===== src/rtl/hdmi_port_pkg.sv =====
// hdmi_port_pkg: palette constants and mode encodings shared by the HDMI video port.
`default_nettype none

package hdmi_port_pkg;

  localparam logic MODE_CGA = 1'b0;
  localparam logic MODE_MDA = 1'b1;

  localparam logic [3:0] BROWN_INDEX = 4'd6;
  localparam logic [7:0] BROWN_GREEN = 8'h55;

  // Indexed by {I,R,G,B}; entries are {R,G,B} at 8 bits per channel.
  localparam logic [0:15][23:0] CGA_PALETTE = {
    24'h000000, 24'h0000AA, 24'h00AA00, 24'h00AAAA,
    24'hAA0000, 24'hAA00AA, 24'hAAAA00, 24'hAAAAAA,
    24'h555555, 24'h5555FF, 24'h55FF55, 24'h55FFFF,
    24'hFF5555, 24'hFF55FF, 24'hFFFF55, 24'hFFFFFF
  };

  // Indexed by {video[3], video[0]}.
  localparam logic [0:3][7:0] MDA_GREY = {8'h00, 8'hAA, 8'h55, 8'hFF};

endpackage

`default_nettype wire


===== src/rtl/hdmi_video_port_sync_delay_line.sv =====
// sync_delay_line: DEPTH-stage shift register with every tap exposed; taps[0] is the newest.
`default_nettype none

module sync_delay_line #(
  parameter int unsigned DEPTH = 2,
  parameter int unsigned WIDTH = 1
) (
  input  logic                        clk,
  input  logic                        reset,
  input  logic [WIDTH-1:0]            din,
  output logic [DEPTH-1:0][WIDTH-1:0] taps
);

  always_ff @(posedge clk) begin
    if (reset) begin
      taps <= '0;
    end else begin
      taps[0] <= din;
      for (int i = 1; i < int'(DEPTH); i++) begin
        taps[i] <= taps[i-1];
      end
    end
  end

endmodule

`default_nettype wire


===== src/rtl/hdmi_video_port.sv =====
// hdmi_video_port: RGBI to HDMI transmitter port with CGA/MDA palette expansion,
// sync/DE alignment, frame-boundary mode switching and optional blanking.
`default_nettype none

module hdmi_video_port #(
  parameter int unsigned COLOR_BITS = 8,
  parameter int unsigned DE_SKEW    = 1,
  parameter bit          HS_INVERT  = 1'b0,
  parameter bit          VS_INVERT  = 1'b0,
  parameter bit          BLANK_EN   = 1'b1
) (
  input  logic                  clk,
  input  logic                  reset,
  input  logic [3:0]            video,
  input  logic                  display_enable,
  input  logic                  hsync,
  input  logic                  vsync,
  input  logic                  mode_req,
  input  logic                  brown_fix,
  output logic [COLOR_BITS-1:0] hdmi_red,
  output logic [COLOR_BITS-1:0] hdmi_grn,
  output logic [COLOR_BITS-1:0] hdmi_blu,
  output logic                  hdmi_hs,
  output logic                  hdmi_vs,
  output logic                  hdmi_de,
  output logic                  hdmi_clk,
  output logic                  mode_active
);

  import hdmi_port_pkg::*;

  localparam int unsigned DE_DEPTH = 2 + DE_SKEW;

  logic [1:0][1:0]          sync_taps;
  logic [DE_DEPTH-1:0][0:0] de_taps;
  logic                     vs_d1;
  logic                     de_next;
  logic [3:0]               s1_video;
  logic                     s1_brown;
  logic                     s1_mode;
  logic [23:0]              lut_rgb;
  logic [7:0]               mda_grey;
  logic                     unused_taps;

  sync_delay_line #(
    .DEPTH (2),
    .WIDTH (2)
  ) u_sync_delay (
    .clk   (clk),
    .reset (reset),
    .din   ({hsync, vsync}),
    .taps  (sync_taps)
  );

  sync_delay_line #(
    .DEPTH (DE_DEPTH),
    .WIDTH (1)
  ) u_de_delay (
    .clk   (clk),
    .reset (reset),
    .din   (display_enable),
    .taps  (de_taps)
  );

  assign vs_d1    = sync_taps[0][0];
  assign hdmi_hs  = sync_taps[1][1] ^ HS_INVERT;
  assign hdmi_vs  = sync_taps[1][0] ^ VS_INVERT;
  assign hdmi_de  = de_taps[DE_DEPTH-1][0];
  // Value hdmi_de takes at the coming edge, so blanking lines up with the delayed DE.
  assign de_next  = de_taps[DE_DEPTH-2][0];
  assign hdmi_clk = clk;

  assign unused_taps = ^{sync_taps[0][1], de_taps};

  // Mode is only allowed to change on the rising edge of vsync.
  always_ff @(posedge clk) begin
    if (reset) begin
      mode_active <= mode_req;
    end else if (vsync && !vs_d1) begin
      mode_active <= mode_req;
    end
  end

  always_ff @(posedge clk) begin
    if (reset) begin
      s1_video <= '0;
      s1_brown <= 1'b0;
      s1_mode  <= 1'b0;
    end else begin
      s1_video <= video;
      s1_brown <= brown_fix;
      s1_mode  <= mode_active;
    end
  end

  always_comb begin
    lut_rgb  = CGA_PALETTE[s1_video];
    mda_grey = MDA_GREY[{s1_video[3], s1_video[0]}];
    case (s1_mode)
      MODE_MDA: lut_rgb = {3{mda_grey}};
      MODE_CGA: begin
        if (s1_brown && (s1_video == BROWN_INDEX)) begin
          lut_rgb[15:8] = BROWN_GREEN;
        end
      end
      default: lut_rgb = CGA_PALETTE[s1_video];
    endcase
  end

  always_ff @(posedge clk) begin
    if (reset || (BLANK_EN && !de_next)) begin
      hdmi_red <= '0;
      hdmi_grn <= '0;
      hdmi_blu <= '0;
    end else begin
      hdmi_red <= lut_rgb[23 -: COLOR_BITS];
      hdmi_grn <= lut_rgb[15 -: COLOR_BITS];
      hdmi_blu <= lut_rgb[7  -: COLOR_BITS];
    end
  end

endmodule

`default_nettype wire


===== config.mk =====
export PLATFORM = sky130hd
export DESIGN_NAME = hdmi_video_port
export DESIGN_NICKNAME = d
export VERILOG_FILES = /design/src/rtl/hdmi_port_pkg.sv /design/src/rtl/hdmi_video_port_sync_delay_line.sv /design/src/rtl/hdmi_video_port.sv
export SDC_FILE = /design/constraint.sdc
export NUM_CORES = 1
export LEC_CHECK = 0
export BUFFER_PORTS_ARGS = -buffer_cell sky130_fd_sc_hd__buf_2
export CAP_MARGIN = 20
export CORE_UTILIZATION = 38
export CTS_CLUSTER_SIZE = 24
export DETAILED_ROUTE_END_ITERATION = 6
export PLACE_DENSITY = 0.77
export SLEW_MARGIN = 5
export SYNTH_ARGS = -nofsm -noshare
export SYNTH_HDL_FRONTEND = slang
export SYNTH_SLANG_ARGS = --single-unit

===== constraint.sdc =====
create_clock -name clk -period 0.9 [get_ports clk]
set_input_delay 0.045 -clock clk [delete_from_list [all_inputs] [get_ports clk]]
set_output_delay 0.045 -clock clk [all_outputs]
set_load 0.02 [all_outputs]

==> flow_summary.yaml, run 1 <==
logic_synthesis:
  netlist_area_um2: 727
  syn_nets: 75
  syn_avg_cell_area_um2: 11.4
  syn_inst: 64
  yosys_warnings: 0
  ys_seq_elements: 19
  ys_seq_area_frac: 0.537
  synth_cell_types: 16
flow_run:
  drv_cap: 0
clock_tree:
  clkTransAtPathRegs_ns: 0.10
  post_cts_buffers: 0
  cts_tree: "built"
  insertion_delay_ns: 0.39
floorplan:
  die_w_um: 45.7
  die_area_um2: 2090
  io_pins: 40
  initial_utilization: 0.412
  fp-row-count: 15
  fp.dieH_um: 45.7
  coreArea_um2: 1760
pwr:
  p_leak_nw: 0.521
  fin_total_pwr_mw: 1.76
  max-vdd-ir-drop_v: 0.00167
  power_density_nw_per_um2: 1550
worst_setup_path:
  worstSetupPathType: "register to output port"
  crit_slowest_cell: "dfxtp_4"
  startpoint_type: "register"
  cp_max_fo: 8
  critPathRequiredTime_ns: 0.85
  critPathTopFamily: "flip-flops"
  path_cells: "buf_4"
  worst-endpoint-arrival_ns: 0.95
  crit_buf_inv: 1
  slowest_delay_ns: 0.41
  endpoint_kind: "output port"
placement:
  dp_cells: 108
  place_congestion: 0.665
  dpl_cell_area_um2: 800
  portBuffers: 39
sta:
  rsz0062_at_grt: "yes"
  period_minus_slack_ns: 0.999
  worst_pin_slew_ns: 0.263
  slew_viol_final: 0
  finalCritPeriodShare: 1.11
  max_freq_mhz: 1000
  setup_slack_ns: -0.0994
  relSlewSlack: 0.825
  hold_viol_final: 0
  skew_ns: 0.00888
  setup_viol: 25
global_route:
  grt_start_max_net_pins: 16
  grt_use_met1: 0.0943
  grtUsageTotal: 0.133
  grt-busiest-layer: "met2"
  grt_pass1_vias: 482
  grt.met2_usage: 0.251
  met3_usage: 0.0635
  grt_antenna_before_repair: 0
  gr-total-overflow: 0
  grt_pass1_wl_mm: 1.76
cells_and_area:
  drive_above_1_share: 0.570
  area.growth.synth_to_final_pct: 55.8
  final_area_um2: 1130
  final_cell_mix: "buf_6, nor2b_1, buf_2"
  nets: 112
  final_common_cell: "buf_6"
  num-fill-cells: 149
  fin_cells: 125
  antenna_cells: 0
min_path:
  holdCritPathClass: "input pin to register"
route:
  drc: 0
  drtAntennaViolNets: 0
  drt_iter0_markers: 4
  wl_per_cell_um: 9.80
  vias: 520
  wl_mm: 1.23
  via_per_inst: 4.16
  firstDrtPassIters: 3
outcome:
  failed_checks: "negative setup slack"
  outcome: "finished, violations left"
[area by class of cell]
cell class | count | area [um2] | area share
Timing Repair Buffer | 49 | 454 | 0.401
Tap cell | 25 | 31.3 | 0.0276
Inverter | 1 | 3.75 | 0.00331
Multi-Input combinational cell | 23 | 175 | 0.155
Sequential cell | 19 | 414 | 0.366
Clock buffer | 8 | 53.8 | 0.0475
[power by group]
part | internal [mW] | switching (mW)
clock network | 0.349 | 0.345
logic | 0.107 | 0.0650
registers | 0.870 | 0.0194
[what timing repair did]
item / in CTS / in global routing
endpoints found under the hold margin: 13 / 0
endpoints found under the setup margin: 29 / 28
gates resized for setup: 61 / 5
gates cloned: 0 / 0
hold buffers: 10 / 0
[cell usage after synthesis]
cell / instances / area share
buf_4: 20 / 0.21
dfxtp_1: 18 / 0.50
nor2b_1: 12 / 0.10
and2_1: 2 / 0.017
a21o_1: 1 / 0.010
buf_6: 1 / 0.015
edfxtp_1: 1 / 0.041
inv_1: 1 / 0.0052
mux2_1: 1 / 0.015
mux2i_1: 1 / 0.014
nand3b_1: 1 / 0.010
nand4bb_1: 1 / 0.015
nor2_1: 1 / 0.0052
nor2b_4: 1 / 0.019
o211a_1: 1 / 0.014
o2bb2ai_1: 1 / 0.012
[sequential cells by signal (all words and copies together), names as in the netlist]
name               cells
u_sync_delay.taps      4
s1_brown               1
u_de_delay.taps        3
hdmi_grn               2
mode_active            1
hdmi_blu               1
hdmi_red               2
s1_mode                1
s1_video               4
[metal layers]
layer / share of wire / wire length, um
met5: 0 / 0
met2: 0.56 / 686
met1: 0.36 / 437
met3: 0.082 / 101
met4: 0 / 0
[stage by stage]
stage	worst slack [ns]	hold slack [ns]	util	TNS, ns
2_1_floorplan	0.0175	0.117	-	0
3_3_place_gp	0.0418	0.179	0.453	0
3_5_place_dp	-0.0201	0.179	0.453	-0.0201
4_1_cts	-0.110	0.344	0.633	-1.76
5_1_grt	-0.152	0.353	0.642	-2.80
6_report	-0.0994	0.364	0.642	-1.43
[final timing paths]
check,to,slack [ns],start,depth (start not counted)
setup / recovery,hdmi_red[6],-0.1,hdmi_red[6],1
hold / removal,mode_active,0.36,mode_req,2
hold reg to reg,u_sync_delay.taps[2],0.44,u_sync_delay.taps[0],2
setup reg to reg,hdmi_grn[5],0.03,s1_mode,2
[cell families (layout without fill, tap and decap cells)]
group	count (synthesis)	count (layout)	share of synthesized area
flops	19	19	0.537
simple gates	18	18	0.170
mux	2	2	0.0293
compound gates	3	3	0.0362
buf+inv	22	58	0.227
Power figures use the tool's default switching activity.
==> inputs of run 2 (changes only) <==
--- a/config.mk
+++ b/config.mk
@@ -14,4 +14,5 @@
 export SLEW_MARGIN = 5
 export SYNTH_ARGS = -nofsm -noshare
 export SYNTH_HDL_FRONTEND = slang
+export SYNTH_HIERARCHICAL = 1
 export SYNTH_SLANG_ARGS = --single-unit
==> constraint.sdc (replaced) <==
create_clock -name clk -period 0.9 [get_ports clk]
set_input_delay 0.09 -clock clk [delete_from_list [all_inputs] [get_ports clk]]
set_output_delay 0.09 -clock clk [all_outputs]
set_load 0.02 [all_outputs]
==> flow_summary.yaml, run 2 <==
worst_setup_path:
  startpoint_type: "register"
  crit_buf_inv: 1
  critPathRequiredTime_ns: 0.81
  cp.depth: 1
  cp_max_fo: 8
  crit_slowest_cell: "dfxtp_4"
  critPathTopFamily: "flip-flops"
  rr_worst_depth: 2
  slowest_delay_ns: 0.41
  worstSetupPathType: "register to output port"
  worst-endpoint-arrival_ns: 0.96
  endpoint_kind: "output port"
  path_cells: "buf_4"
cells_and_area:
  final_common_cell: "buf_6"
  reg.largest.list: "s1_video: 4 flops, u_sync_delay/taps: 4 flops, u_de_delay/taps: 3 flops"
  final_cell_mix: "buf_6, nor2b_1, dlygate4sd3_1, buf_2, dfxtp_1"
  area.growth.synth_to_final_pct: 58.3
  final_area_um2: 1140
  drive_above_1_share: 0.584
  antenna_cells: 0
  nets: 113
sta:
  setup_viol: 28
  relSlewSlack: 0.874
  period_minus_slack_ns: 1.05
  setup_slack_ns: -0.151
  worst_pin_slew_ns: 0.189
  skew_ns: 0.00344
  hold_viol_final: 0
  finalCritPeriodShare: 1.17
  rsz0062_at_grt: "yes"
  slew_viol_final: 0
  holdWs_ns: 0.301
  max_freq_mhz: 951
floorplan:
  initial_utilization: 0.410
  coreArea_um2: 1760
  die_area_um2: 2080
  die_w_um: 45.6
  io_pins: 40
  fp-row-count: 15
  fp.dieH_um: 45.6
logic_synthesis:
  yosysMostFrequentCell: "buf_4"
  synth-edff-count: 1
  async_flop_share: 0
  synthFlopType: "dfxtp_1"
  ys_seq_area_frac: 0.540
  yosys_warnings: 6
  synth_area_leaders: "dfxtp_1, buf_4, nor2b_1"
  syn_inst: 64
  yosysTopAreaCell: "dfxtp_1"
  syn_avg_cell_area_um2: 11.3
  yosys.area.top_type_share: 0.498
  netlist_area_um2: 723
  synth_common_cells: "buf_4, dfxtp_1, nor2b_1"
  syn_nets: 75
  synth_cell_types: 14
  ys_seq_elements: 19
placement:
  dpl_worst_slack_ns: 0.0304
  place.detailed.hpwl_um: 752
  portBuffers: 39
  dpl_cell_area_um2: 815
  place_congestion: 0.610
route:
  drt_iter0_markers: 1
  vias: 526
  via_per_inst: 4.17
  drc: 0
  firstDrtPassIters: 2
  wl_per_cell_um: 9.19
  wl_mm: 1.16
  drtAntennaViolNets: 0
global_route:
  gr-total-overflow: 0
  grt_start_max_net_pins: 12
  grtUsageTotal: 0.134
  grt_pass1_wl_mm: 1.77
  grt_pass1_vias: 464
  grt_antenna_before_repair: 0
outcome:
  failed_checks: "negative setup slack"
  outcome: "finished, violations left"
pwr:
  max-vdd-ir-drop_v: 0.00125
  fin_total_pwr_mw: 1.77
  switching_share: 0.250
  switching_power_mw: 0.443
  power_density_nw_per_um2: 1550
  internal_power_mw: 1.33
  pwr-share-comb: 0.098
  p_leak_nw: 0.527
  p_clk_frac: 0.400
  seqPwrFrac: 0.502
flow_run:
  drv_cap: 0
clock_tree:
  insertion_delay_ns: 0.40
  clkTransAtPathRegs_ns: 0.10
  cts_tree: "built"
min_path:
  hold-path-cell-count: 2
  holdCritPathClass: "clock port to output port"
-- run 2: cell types whose count changed after synthesis, sizes merged --
cell,before,now
buf,21,20
nor2,1,0
nor2b,13,15
-- run 2: area by class of cell --
cell class                      instances  area (um2)
Clock buffer                            6        48.8
Clock inverter                          1        5.00
Fill cell                             150         619
Inverter                                1        3.75
Multi-Input combinational cell         24         179
Sequential cell                        19         415
Tap cell                               25        31.3
Timing Repair Buffer                   50         462
-- run 2: path summary, 6_finish.rpt --
path | startpoint | end | slack (ns)
worst min-delay path | clk | hdmi_clk | 0.30
worst max register to register | s1_mode | hdmi_grn[5] | 0.04
worst max-delay path | hdmi_red[6] | hdmi_red[0] | -0.15
worst min register to register | u_sync_delay/taps[1] | u_sync_delay/taps[3] | 0.44
-- run 2: cell families after synthesis --
logic type	share of synthesized area
compound gates	0.0363
simple gates	0.176
flops	0.540
mux	0.0346
buf+inv	0.213
-- run 2: layer usage --
layer | GRT usage | wire length, um
met5 | 0 | 0
met1 | 0.0914 | 407
met4 | 0.145 | 11
met3 | 0.0635 | 129
met2 | 0.243 | 610
-- run 2: power groups by stage --
stage	logic, mW	registers, mW	clock network, mW
2_1_floorplan	0.0605	0.929	0.130
3_3_place_gp	0.118	0.916	0.104
3_5_place_dp	0.121	0.917	0.104
4_1_cts	0.173	0.889	0.734
5_1_grt	0.188	0.895	0.775
6_report	0.174	0.890	0.710
-- run 2: timing repair --
item                                    4_1_cts  5_1_grt
buffers inserted                              0        0
endpoints found under the setup margin       29       29
pin swaps                                     0        0
gates resized for setup                      60        8
hold endpoints to repair                     12        0
hold buffers                                 10        0
-- run 2: per-stage QoR --
| step | TNS [ns] | util | std cells |
|---|---|---|---|
| 2_1_floorplan | 0 | - | 64 |
| 3_3_place_gp | 0 | 0.462 | 110 |
| 3_5_place_dp | 0 | 0.462 | 110 |
| 4_1_cts | -3.48 | 0.638 | 126 |
| 5_1_grt | -4.15 | 0.649 | 126 |
| 6_report | -3.00 | 0.649 | 126 |
